$ cat src/rtl/ili9341_parallel_8bit_rx_if.sv
// ILI9341 8080-style write bus plus framebuffer write port.
// The master drives the panel bus and observes framebuffer writes.
// The slave is the panel model: it receives the bus and produces framebuffer writes.
interface ili9341_parallel_8bit_rx_if #(
    parameter int ADDR_W = 17
);
    logic              tft_rst;
    logic              tft_cs;
    logic              tft_rs;
    logic              tft_wr;
    logic [7:0]        tft_data;
    logic              fb_we;
    logic [ADDR_W-1:0] fb_addr;
    logic [15:0]       fb_data;

    modport master (
        output tft_rst, tft_cs, tft_rs, tft_wr, tft_data,
        input  fb_we, fb_addr, fb_data
    );

    modport slave (
        input  tft_rst, tft_cs, tft_rs, tft_wr, tft_data,
        output fb_we, fb_addr, fb_data
    );
endinterface

$ cat src/rtl/ili9341_parallel_8bit_rx.sv
// Panel-side model of the ILI9341 8-bit 8080 write bus.
// Decodes commands and parameters, tracks the column/page window and turns
// RGB565 byte pairs into framebuffer write strobes.
module ili9341_parallel_8bit_rx #(
    parameter int H_RES       = 320,
    parameter int V_RES       = 240,
    parameter int ADDR_W      = 17,
    parameter int SYNC_STAGES = 2
) (
    input  logic                      clk,
    input  logic                      rst,
    ili9341_parallel_8bit_rx_if.slave bus,
    output logic                      cmd_strobe,
    output logic [7:0]                cmd_byte,
    output logic                      display_on,
    output logic                      sleep_out,
    output logic [7:0]                madctl,
    output logic [7:0]                pixfmt,
    output logic                      frame_done
);

    typedef enum logic [1:0] {IDLE, PARAM, MEMWR} state_t;

    localparam logic [15:0] H_LIM   = 16'(H_RES);
    localparam logic [15:0] V_LIM   = 16'(V_RES);
    localparam logic [15:0] EC_INIT = 16'(H_RES - 1);
    localparam logic [15:0] EP_INIT = 16'(V_RES - 1);
    // {tft_rst, cs, rs, wr, data} as seen when the bus is quiet
    localparam logic [11:0] BUS_IDLE = 12'b1101_0000_0000;

    logic [11:0] raw_bus;
    logic [11:0] s_bus;
    assign raw_bus = {bus.tft_rst, bus.tft_cs, bus.tft_rs, bus.tft_wr, bus.tft_data};

    generate
        if (SYNC_STAGES == 0) begin : g_nosync
            assign s_bus = raw_bus;
        end else begin : g_sync
            logic [11:0] chain [SYNC_STAGES];
            // All bus lines share one chain so rs/data stay aligned with wr
            always_ff @(posedge clk) begin
                if (rst) begin
                    for (int i = 0; i < SYNC_STAGES; i++) chain[i] <= BUS_IDLE;
                end else begin
                    chain[0] <= raw_bus;
                    for (int i = 1; i < SYNC_STAGES; i++) chain[i] <= chain[i-1];
                end
            end
            assign s_bus = chain[SYNC_STAGES-1];
        end
    endgenerate

    logic       s_tft_rst, s_cs, s_rs, s_wr;
    logic [7:0] s_data;
    assign {s_tft_rst, s_cs, s_rs, s_wr, s_data} = s_bus;

    logic wr_prev;
    // Previous synced wr level for rising-edge detection
    always_ff @(posedge clk) begin
        if (rst) wr_prev <= 1'b1;
        else     wr_prev <= s_wr;
    end

    logic hard_rst, accept, is_cmd, is_data;
    assign hard_rst = rst | ~s_tft_rst;
    assign accept   = s_wr & ~wr_prev & ~s_cs;
    assign is_cmd   = accept & ~s_rs;
    assign is_data  = accept & s_rs;

    state_t      state_q, state_d;
    logic [2:0]  param_left;
    logic [7:0]  param_cmd;
    logic [23:0] param_shift;
    logic        half;
    logic [7:0]  hi;
    logic [15:0] x, y, sc, ec, sp, ep;
    logic [31:0] pix_addr;
    logic        param_last;

    assign pix_addr   = 32'(y) * 32'(H_RES) + 32'(x);
    assign param_last = is_data && (state_q == PARAM) && (param_left == 3'd1);

    // State register
    always_ff @(posedge clk) begin
        if (hard_rst) state_q <= IDLE;
        else          state_q <= state_d;
    end

    // Next state: commands redirect from any state, last parameter returns to IDLE
    always_comb begin
        state_d = state_q;
        if (is_cmd) begin
            case (s_data)
                8'h2A, 8'h2B, 8'h36, 8'h3A: state_d = PARAM;
                8'h2C, 8'h3C:               state_d = MEMWR;
                default:                    state_d = IDLE;
            endcase
        end else if (param_last) begin
            state_d = IDLE;
        end
    end

    // Command decode, parameter commit, pixel assembly and window pointer
    always_ff @(posedge clk) begin
        if (hard_rst) begin
            cmd_strobe  <= 1'b0;
            cmd_byte    <= 8'h00;
            display_on  <= 1'b0;
            sleep_out   <= 1'b0;
            madctl      <= 8'h00;
            pixfmt      <= 8'h66;
            frame_done  <= 1'b0;
            bus.fb_we   <= 1'b0;
            bus.fb_addr <= '0;
            bus.fb_data <= 16'h0000;
            param_left  <= 3'd0;
            param_cmd   <= 8'h00;
            param_shift <= 24'h0;
            half        <= 1'b0;
            hi          <= 8'h00;
            x           <= 16'd0;
            y           <= 16'd0;
            sc          <= 16'd0;
            ec          <= EC_INIT;
            sp          <= 16'd0;
            ep          <= EP_INIT;
        end else begin
            cmd_strobe <= 1'b0;
            frame_done <= 1'b0;
            bus.fb_we  <= 1'b0;
            if (is_cmd) begin
                cmd_strobe <= 1'b1;
                cmd_byte   <= s_data;
                param_cmd  <= s_data;
                param_left <= 3'd0;
                half       <= 1'b0;
                case (s_data)
                    8'h01: begin
                        display_on  <= 1'b0;
                        sleep_out   <= 1'b0;
                        madctl      <= 8'h00;
                        pixfmt      <= 8'h66;
                        bus.fb_addr <= '0;
                        bus.fb_data <= 16'h0000;
                        x           <= 16'd0;
                        y           <= 16'd0;
                        sc          <= 16'd0;
                        ec          <= EC_INIT;
                        sp          <= 16'd0;
                        ep          <= EP_INIT;
                    end
                    8'h10: sleep_out  <= 1'b0;
                    8'h11: sleep_out  <= 1'b1;
                    8'h28: display_on <= 1'b0;
                    8'h29: display_on <= 1'b1;
                    8'h2A, 8'h2B: param_left <= 3'd4;
                    8'h36, 8'h3A: param_left <= 3'd1;
                    8'h2C: begin
                        x <= sc;
                        y <= sp;
                    end
                    default: ;
                endcase
            end else if (is_data && state_q == PARAM) begin
                param_shift <= {param_shift[15:0], s_data};
                param_left  <= param_left - 3'd1;
                if (param_left == 3'd1) begin
                    case (param_cmd)
                        8'h2A: begin
                            sc <= param_shift[23:8];
                            ec <= {param_shift[7:0], s_data};
                        end
                        8'h2B: begin
                            sp <= param_shift[23:8];
                            ep <= {param_shift[7:0], s_data};
                        end
                        8'h36:   madctl <= s_data;
                        8'h3A:   pixfmt <= s_data;
                        default: ;
                    endcase
                end
            end else if (is_data && state_q == MEMWR) begin
                if (!half) begin
                    hi   <= s_data;
                    half <= 1'b1;
                end else begin
                    half <= 1'b0;
                    if (x < H_LIM && y < V_LIM) begin
                        bus.fb_we   <= 1'b1;
                        bus.fb_addr <= pix_addr[ADDR_W-1:0];
                        bus.fb_data <= {hi, s_data};
                    end
                    if (x >= ec) begin
                        x <= sc;
                        if (y >= ep) begin
                            y          <= sp;
                            frame_done <= 1'b1;
                        end else begin
                            y <= y + 16'd1;
                        end
                    end else begin
                        x <= x + 16'd1;
                    end
                end
            end
        end
    end

endmodule
$ cat src/flat_wrapper.sv
// flat-port wrapper written by rule: the top's interface ports become plain ports
module ili9341_parallel_8bit_rx_flat 
#(
    parameter int H_RES       = 320,
    parameter int V_RES       = 240,
    parameter int ADDR_W      = 17,
    parameter int SYNC_STAGES = 2
)
  (clk, rst, cmd_strobe, cmd_byte, display_on, sleep_out, madctl, pixfmt, frame_done, bus_tft_rst, bus_tft_cs, bus_tft_rs, bus_tft_wr, bus_tft_data, bus_fb_we, bus_fb_addr, bus_fb_data);
  ili9341_parallel_8bit_rx_if #(.ADDR_W(ADDR_W)) bus_i ();
  input  logic clk;
  input  logic rst;
  output logic cmd_strobe;
  output logic [7:0] cmd_byte;
  output logic display_on;
  output logic sleep_out;
  output logic [7:0] madctl;
  output logic [7:0] pixfmt;
  output logic frame_done;
  input wire logic [$bits(bus_i.tft_rst)-1:0] bus_tft_rst;
  input wire logic [$bits(bus_i.tft_cs)-1:0] bus_tft_cs;
  input wire logic [$bits(bus_i.tft_rs)-1:0] bus_tft_rs;
  input wire logic [$bits(bus_i.tft_wr)-1:0] bus_tft_wr;
  input wire logic [$bits(bus_i.tft_data)-1:0] bus_tft_data;
  output wire logic [$bits(bus_i.fb_we)-1:0] bus_fb_we;
  output wire logic [$bits(bus_i.fb_addr)-1:0] bus_fb_addr;
  output wire logic [$bits(bus_i.fb_data)-1:0] bus_fb_data;
  assign bus_i.tft_rst = bus_tft_rst;
  assign bus_i.tft_cs = bus_tft_cs;
  assign bus_i.tft_rs = bus_tft_rs;
  assign bus_i.tft_wr = bus_tft_wr;
  assign bus_i.tft_data = bus_tft_data;
  assign bus_fb_we = bus_i.fb_we;
  assign bus_fb_addr = bus_i.fb_addr;
  assign bus_fb_data = bus_i.fb_data;
  ili9341_parallel_8bit_rx #(.H_RES(H_RES), .V_RES(V_RES), .ADDR_W(ADDR_W), .SYNC_STAGES(SYNC_STAGES)) u_core (.clk(clk), .rst(rst), .bus(bus_i), .cmd_strobe(cmd_strobe), .cmd_byte(cmd_byte), .display_on(display_on), .sleep_out(sleep_out), .madctl(madctl), .pixfmt(pixfmt), .frame_done(frame_done));
endmodule
$ cat config.mk
export PLATFORM = sky130hd
export DESIGN_NAME = ili9341_parallel_8bit_rx_flat
export DESIGN_NICKNAME = d
export VERILOG_FILES = /design/src/rtl/ili9341_parallel_8bit_rx_if.sv /design/src/rtl/ili9341_parallel_8bit_rx.sv /design/src/flat_wrapper.sv
export SDC_FILE = /design/constraint.sdc
export NUM_CORES = 1
export LEC_CHECK = 0
export CAP_MARGIN = 20
export CORE_UTILIZATION = 51
export CTS_BUF_LIST = sky130_fd_sc_hd__clkbuf_2 sky130_fd_sc_hd__clkbuf_4 sky130_fd_sc_hd__clkbuf_8
export CTS_CLUSTER_SIZE = 25
export DETAILED_ROUTE_END_ITERATION = 12
export PLACE_DENSITY = 0.71
export REMOVE_ABC_BUFFERS = 1
export SYNTH_ARGS = -nofsm -noshare
export SYNTH_HDL_FRONTEND = slang
export SYNTH_SLANG_ARGS = --single-unit
$ cat constraint.sdc
create_clock -name clk -period 3.6 [get_ports clk]
set_input_delay 0.36 -clock clk [delete_from_list [all_inputs] [get_ports clk]]
set_output_delay 0.36 -clock clk [all_outputs]
set_load 0.05 [all_outputs]
# Yosys cells after proc, flatten, opt, wreduce, memory -nomap -nowiden
# Memory sizes are Yosys's and may differ from the RTL's.
# Cells that the tools add are included.
[totals]
memories = 1
in_bits = 14
regBits = 197
ram_bits = 24
output_inout_bits = 62
[classes]
reduce_logical = 38
add_sub_neg = 4
n_eq_ne = 21
bitwise_logic = 16
magnitude_cmp = 4
muxes = 70
n_mul = 1
[memory_table]
columns = ["name", "words", "word_bits", "read_ports", "rd_clocked_by_memory_dff", "write_ports", "line_no", "source"]
rows = [
  ["u_core.g_sync.chain", 2, 12, 2, 0, 2, "ili9341_parallel_8bit_rx.sv:39", "logic [11:0] chain [SYNC_STAGES];"],
]
[ops]
columns = ["cell", "n"]
rows = [
  ["two-way mux 16 bit", 35],
  ["two-way mux 17 bit", 6],
  ["== test 8 x 6 -> 1 bit, second input constant", 12],
  ["two-way mux 8 bit", 10],
  ["one-hot mux 16 bit (2 select lines)", 2],
  ["adder 16 x 1 -> 16 bit, second input constant", 2],
  [">= comparator 16 bit", 2],
  ["nonzero test 2 bit", 13],
  ["two-way mux 12 bit", 2],
  ["AND reduction 4 bit", 6],
  ["adder 17 x 16 -> 17 bit", 1],
  ["== test 8 x 5 -> 1 bit, second input constant", 2],
  ["less-than comparator 16 x 8 -> 1 bit, second input constant", 1],
  ["less-than comparator 16 x 9 -> 1 bit, second input constant", 1],
  ["multiplier 16 x 3 -> 11 bit, second input constant", 1],
  ["OR reduction 2 bit", 6],
  ["AND reduction 5 bit", 2],
  ["NOT 1 bit", 9],
  ["== test 8 x 1 -> 1 bit, second input constant", 1],
  ["AND reduction 2 bit", 4],
  ["two-way mux 1 bit", 7],
  ["two-way mux 3 bit", 2],
  ["one-hot mux 3 bit (2 select lines)", 1],
  ["OR reduction 6 bit", 1],
  ["other kinds (15)", 25],
]

# Depth between registers and ports, before layout
[logic_depth]
depth_word = 8
depth_mapped = 15
depth_no_buf = 15

# Least setup slack after synthesis
# No wires, ideal clock.
[synth_path]
path_type = "reg-to-reg"
start = "register u_core.y[3]"
end = "register u_core.bus.fb_addr[16]"
period_less_slack_ns = 3.270
stages_incl_launch_ff = 16
setup_time_ns = 0.122
arrival_ns = 3.148
path_buffers = 0
slack_ns = 0.330
required_ns = 3.478
path_cell_list = "dfxtp_1 ha_1 ha_1 fa_1 a21o_1 a21oi_1 o21bai_1 a21oi_1 xnor2_1 ha_1 and2_1 o21ai_0 o311ai_0 a211oi_1 xnor2_1 o21ai_0"
[synth_via]
elab_chain_cells = 7
word_cells_on_any_way = 11
classes_between = "1 x add/sub; 1 x mul; 1 x order compare; 5 x mux; 3 x reduce/logical"
[synth_lines]
columns = ["element", "line_no", "source"]
rows = [
  ["from (decl)", "ili9341_parallel_8bit_rx.sv:76", "logic [15:0] x, y, sc, ec, sp, ep;"],
  ["from (signal assigned)", "ili9341_parallel_8bit_rx.sv:160", "y <= sp;"],
  ["from (signal assigned)", "ili9341_parallel_8bit_rx.sv:196", "y <= sp;"],
  ["from (signal assigned)", "ili9341_parallel_8bit_rx.sv:199", "y <= y + 16'd1;"],
  ["multiplier 16 x 3 -> 11 bit", "ili9341_parallel_8bit_rx.sv:80", "assign pix_addr = 32'(y) * 32'(H_RES) + 32'(x);"],
  ["adder 17 x 16 -> 17 bit", "ili9341_parallel_8bit_rx.sv:80", ""],
  ["two-way mux 17 bit", "ili9341_parallel_8bit_rx.sv:188", "if (x < H_LIM && y < V_LIM) begin"],
  ["two-way mux 17 bit", "ili9341_parallel_8bit_rx.sv:183", "if (!half) begin"],
  ["two-way mux 17 bit", "ili9341_parallel_8bit_rx.sv:182", "end else if (is_data && state_q == MEMWR) begin"],
  ["two-way mux 17 bit", "ili9341_parallel_8bit_rx.sv:164", "end else if (is_data && state_q == PARAM) begin"],
  ["two-way mux 17 bit", "ili9341_parallel_8bit_rx.sv:131", "if (is_cmd) begin"],
  ["to (signal assigned)", "ili9341_parallel_8bit_rx.sv:190", "bus.fb_addr <= pix_addr[ADDR_W-1:0];"],
  ["to (decl)", "ili9341_parallel_8bit_rx_if.sv:23", "output fb_we, fb_addr, fb_data"],
]
# Several ways; a longest one is shown, not always the timed one. The select of a mux whose other input is x is not followed.
# A chain may end at the register's enable or synchronous reset.

# Worst setup path after layout
[layout_path]
start = "register u_core.y[2]"
end = "register u_core.bus.fb_addr[16]"
# Same word-level chain as after synthesis.

==> run summary <==
The flow ran to the end, and the final reports show no timing, DRC or antenna violations. The area occupied by registers came out at 4424 um2. The number of flip-flops and latches in the synthesized netlist is 221. The worst hold slack came out at 372.8 ps. The worst hold-check path type is in2reg. The layout net count is 1413.

Traced cell by cell, the critical path runs through ha_1 > fa_1 > a21o_1 > a21oi_1 > o21bai_1 > a21oi_1 > xnor2_1 > ha_1 > and2_1 > o21ai_0 > o311ai_0 > a211oi_1 > xnor2_1 > o21ai_0. The total number of vias is 9321. The pin count of the biggest net entering global routing came out at 91.

The leakage power summed over all cells is 4.699 nW. The count of flip-flops with a built-in enable after synthesis came out at 0. The post-detailed-route count of antenna-violating nets came out at 0. The number of clock buffers added by TritonCTS is 38.

The switching power share of the total came out at 22.28%. The analysis attributes to net switching a power of 0.001108 W. The highest clock frequency the design can meet is 294.3 MHz. The data arrival time at the worst-slack endpoint came out at 3820 ps. The minimum clock period is 3397 ps. Including well taps, the total number of placed cells is 1565. The area of the core came out at 20170 um2. The count of pins over their slew limit came out at 0.

Once layout is complete, the utilization of the core stands at 60.99%. The number of standard-cell rows in the floorplan came out at 52. After clock tree synthesis, the flow added hold-fix buffers numbering 0.

The startpoint kind of the worst setup timing path is a flop. The library cells used most frequently in the layout, excluding fill and tap cells, are sky130_fd_sc_hd__dfxtp_1 (221), sky130_fd_sc_hd__nand2_1 (187), sky130_fd_sc_hd__a21oi_1 (163). The transition at the pin with the smallest max-transition slack is 974.9 ps.

The power per standard cell area came out at 404.2 nW/um2. The number of antenna violations at the first check in global routing came out at 0. The count of cell types in the netlist came out at 75.

CTS placed an instance of sky130_fd_sc_hd__clkbuf_8 at the clock tree root. The clock tree synthesis step divided the H-tree into 2 levels. The fill cell instance count of the final layout is 1764. The final layout contains routed wiring with a total length of 27.72 mm. The clock tree from TritonCTS is built. Measured against its own limit, the worst slew margin works out to 34.77%. The post-cts gate resize count came out at 0. The sequential cell area fraction in the yosys report came out at 42.19%.

The first-pass GRT wire length is 44.54 mm. The number of hold-slack violations in the final timing report is 0. The total number of clock tree sinks is 221. The synthesized area per cell came out at 8.205 um2. The critical path capture point type is a flop.

Counting both buffers and inverters, the worst setup path holds a total of 0. The number of remaining DRC errors is 0. The maximum clock skew at final layout is 9.532 ps.

The violation count after the first detailed-route iteration came out at 743. The post-CTS clock slew at the launch and capture registers of the worst setup and hold paths came out at 60 ps. The die height came out at 145.4 um. The synthesized area is 10490 um2.

The cell class contributing the biggest share of worst-path delay is compound AO/OA/AOI/OAI gates. The source-to-sink clock delay at the later pin of the worst-skew pair is 540 ps. The per-cell via count in the routed design came out at 5.701. Buffers placed on the I/O ports in this run total 75. The tool flagged a number of max-cap violations equal to 0.

The area growth from synthesis to layout is 17.30%. The critical path is of the reg2reg type. The number of warnings printed during yosys synthesis is 0.

The overall fraction of global-route tracks in use came out at 26.01%. The combinational share of power came out at 2.2%. Setup violations remaining at the end of the flow were counted as 0. For this design, the slowest cell found on the critical path is sky130_fd_sc_hd__fa_1. The library cell used most frequently in the layout, excluding fill and tap cells, is sky130_fd_sc_hd__dfxtp_1. The detailed-router iteration count before antenna repair is 7. The starting density of the core came out at 51.99%. In this run the horizontal extent of the chip is 145.4 um. The peak ir drop on the vdd network is 330.4 uV. The wire length per cell came out at 16.96 um.

At the worst endpoint, the required time is 4020 ps. Per report_power, the clock group accounts for 48.0% of the total. The count of antenna diodes in the layout came out at 0.

The delay of the slowest cell on the worst path came out at 480 ps. The count of buffers added by post-CTS timing repair for setup is 0. 76 I/O pins were placed. Setup repair after global routing left no endpoint under its margin. The filler-free cell count of the finished design is 1635. The total grt overflow is 0.

The maximum count of clock buffers along a single path came out at 3. The global placement routability congestion is 0.8780. The relative contribution of sequential cells to total power is 49.8%. The overall power is 0.004972 W. The share of flip-flops with an asynchronous set or reset after synthesis is 0%. The final critical-path share of the clock period is 94.37%. After routing, the total negative slack on setup checks comes to 0 ps. The HPWL after detailed placement is 18.37 mm.

The via count of the first global-routing pass came out at 8618. The synthesized instance count is 1278. The largest fanout on the critical path is 8. In the final layout, the multi-input gates occupy 5509 um2. The primary flip-flop cell chosen by synthesis mapping is sky130_fd_sc_hd__dfxtp_1.

The share of cells above drive strength 1 came out at 10.26%. The internal power of the cells totals 0.003864 W. The die area is 21140 um2.
worst paths after layout:
kind                                end                 startpoint  slack, ps  cells after the start
max reg2reg      u_core.bus.fb_addr[16]                u_core.y[2]        200                     14
min reg2reg  u_core.g_sync.chain[0][20]  u_core.g_sync.chain[0][8]        410                      1
max              u_core.bus.fb_addr[16]                u_core.y[2]        200                     14
min           u_core.g_sync.chain[0][5]            bus_tft_data[5]        370                      2
cells by family after synthesis:
| family | share of synthesized area [%] |
|---|---|
| compound gates | 18.01 |
| simple gates | 23.27 |
| buf+inv | 5.632 |
| flops | 42.19 |
| fa+ha+maj | 7.660 |
| xor+xnor | 1.336 |
| mux | 1.909 |
through the flow:
stage / worst slack, ps / instance area, um2
floorplan: -138.2 / 10090
global placement: 271.5 / 11480
detailed placement: 187.7 / 11480
CTS: 180.1 / 12290
global route: 3.202 / 12300
finish: 202.6 / 12300
final cells by class:
class                   instances  share of cell area [%]
multi-input cells             916                   44.79
flip-flops and latches        221                   35.97
repair buffers                108                   8.382
clock buffers                  66                   6.368
well taps                     270                   2.746
inverters                      51                   1.556
clock inverters                 3                  0.1933
synth_stat cells, types with 3 or more instances:
| cell type | n | area (um2) |
|---|---|---|
| sky130_fd_sc_hd__a31oi_1 | 15 | 93.84 |
| sky130_fd_sc_hd__nand4_1 | 13 | 81.33 |
| sky130_fd_sc_hd__buf_4 | 3 | 22.52 |
| sky130_fd_sc_hd__and2_1 | 9 | 56.30 |
| sky130_fd_sc_hd__nand2b_1 | 13 | 81.33 |
| sky130_fd_sc_hd__inv_1 | 51 | 191.4 |
| sky130_fd_sc_hd__a21oi_1 | 164 | 820.8 |
| sky130_fd_sc_hd__mux2i_1 | 20 | 200.2 |
| sky130_fd_sc_hd__nand4b_1 | 4 | 35.03 |
| sky130_fd_sc_hd__a31o_2 | 3 | 26.28 |
| sky130_fd_sc_hd__nor4b_1 | 4 | 35.03 |
| sky130_fd_sc_hd__or2_2 | 13 | 81.33 |
| sky130_fd_sc_hd__o211ai_1 | 12 | 90.09 |
| sky130_fd_sc_hd__o221ai_1 | 7 | 61.31 |
| sky130_fd_sc_hd__a221oi_1 | 6 | 52.55 |
| sky130_fd_sc_hd__buf_6 | 3 | 33.78 |
| sky130_fd_sc_hd__a2111oi_0 | 3 | 26.28 |
| sky130_fd_sc_hd__buf_1 | 10 | 37.54 |
| sky130_fd_sc_hd__xnor2_1 | 11 | 96.34 |
| sky130_fd_sc_hd__o21ai_0 | 40 | 200.2 |
| sky130_fd_sc_hd__clkbuf_1 | 52 | 195.2 |
| sky130_fd_sc_hd__nor2b_1 | 25 | 156.4 |
| sky130_fd_sc_hd__a211oi_1 | 7 | 52.55 |
| sky130_fd_sc_hd__ha_1 | 61 | 763.2 |
| sky130_fd_sc_hd__nand3b_1 | 4 | 30.03 |
| sky130_fd_sc_hd__o21a_1 | 6 | 45.04 |
| sky130_fd_sc_hd__a311oi_1 | 6 | 52.55 |
| sky130_fd_sc_hd__xor2_1 | 5 | 43.79 |
| sky130_fd_sc_hd__buf_2 | 22 | 110.1 |
| sky130_fd_sc_hd__dfxtp_1 | 221 | 4424 |
| sky130_fd_sc_hd__nand2_1 | 187 | 701.9 |
| sky130_fd_sc_hd__nor3_1 | 23 | 115.1 |
| sky130_fd_sc_hd__a2bb2oi_1 | 3 | 26.28 |
| sky130_fd_sc_hd__and3_1 | 17 | 106.4 |
| sky130_fd_sc_hd__nor2_1 | 81 | 304.0 |
| sky130_fd_sc_hd__o21bai_1 | 3 | 22.52 |
| sky130_fd_sc_hd__a21o_1 | 10 | 75.07 |
| sky130_fd_sc_hd__nand3_1 | 90 | 450.4 |
| sky130_fd_sc_hd__nor4_1 | 6 | 37.54 |
flip-flops by register name, summed over array words and instances (netlist names), 2 cells and up:
register	count
u_core.state_q	2
u_core.hi	8
u_core.y	16
u_core.bus.fb_addr	17
u_core.ec	16
u_core.param_left	3
u_core.g_sync.chain	24
u_core.sp	16
u_core.sc	16
u_core.x	16
u_core.ep	16
u_core.madctl	8
u_core.cmd_byte	8
u_core.bus.fb_data	16
u_core.param_shift	24
u_core.pixfmt	8
metal layers:
layer | part of all wire (%) | vias to the layer above | track usage [%]
met3 | 6.1 | 55 | 3.605
li1 | - | 4584 | -
met5 | 0 | - | 0
met1 | 44 | 4360 | 34.44
met4 | 3.0 | 0 | 10.68
met2 | 46 | 322 | 42.79
power groups by stage:
stage	Clock (W)	Combinational (W)	Sequential, W
2_1_floorplan	0	0.0000535	0.00252
3_3_place_gp	0	0.000106	0.00253
3_5_place_dp	0	0.000107	0.00253
4_1_cts	0.00242	0.000107	0.00248
5_1_grt	0.00253	0.000117	0.00248
6_report	0.00239	0.000109	0.00248
(Power assumes the default switching activity.)
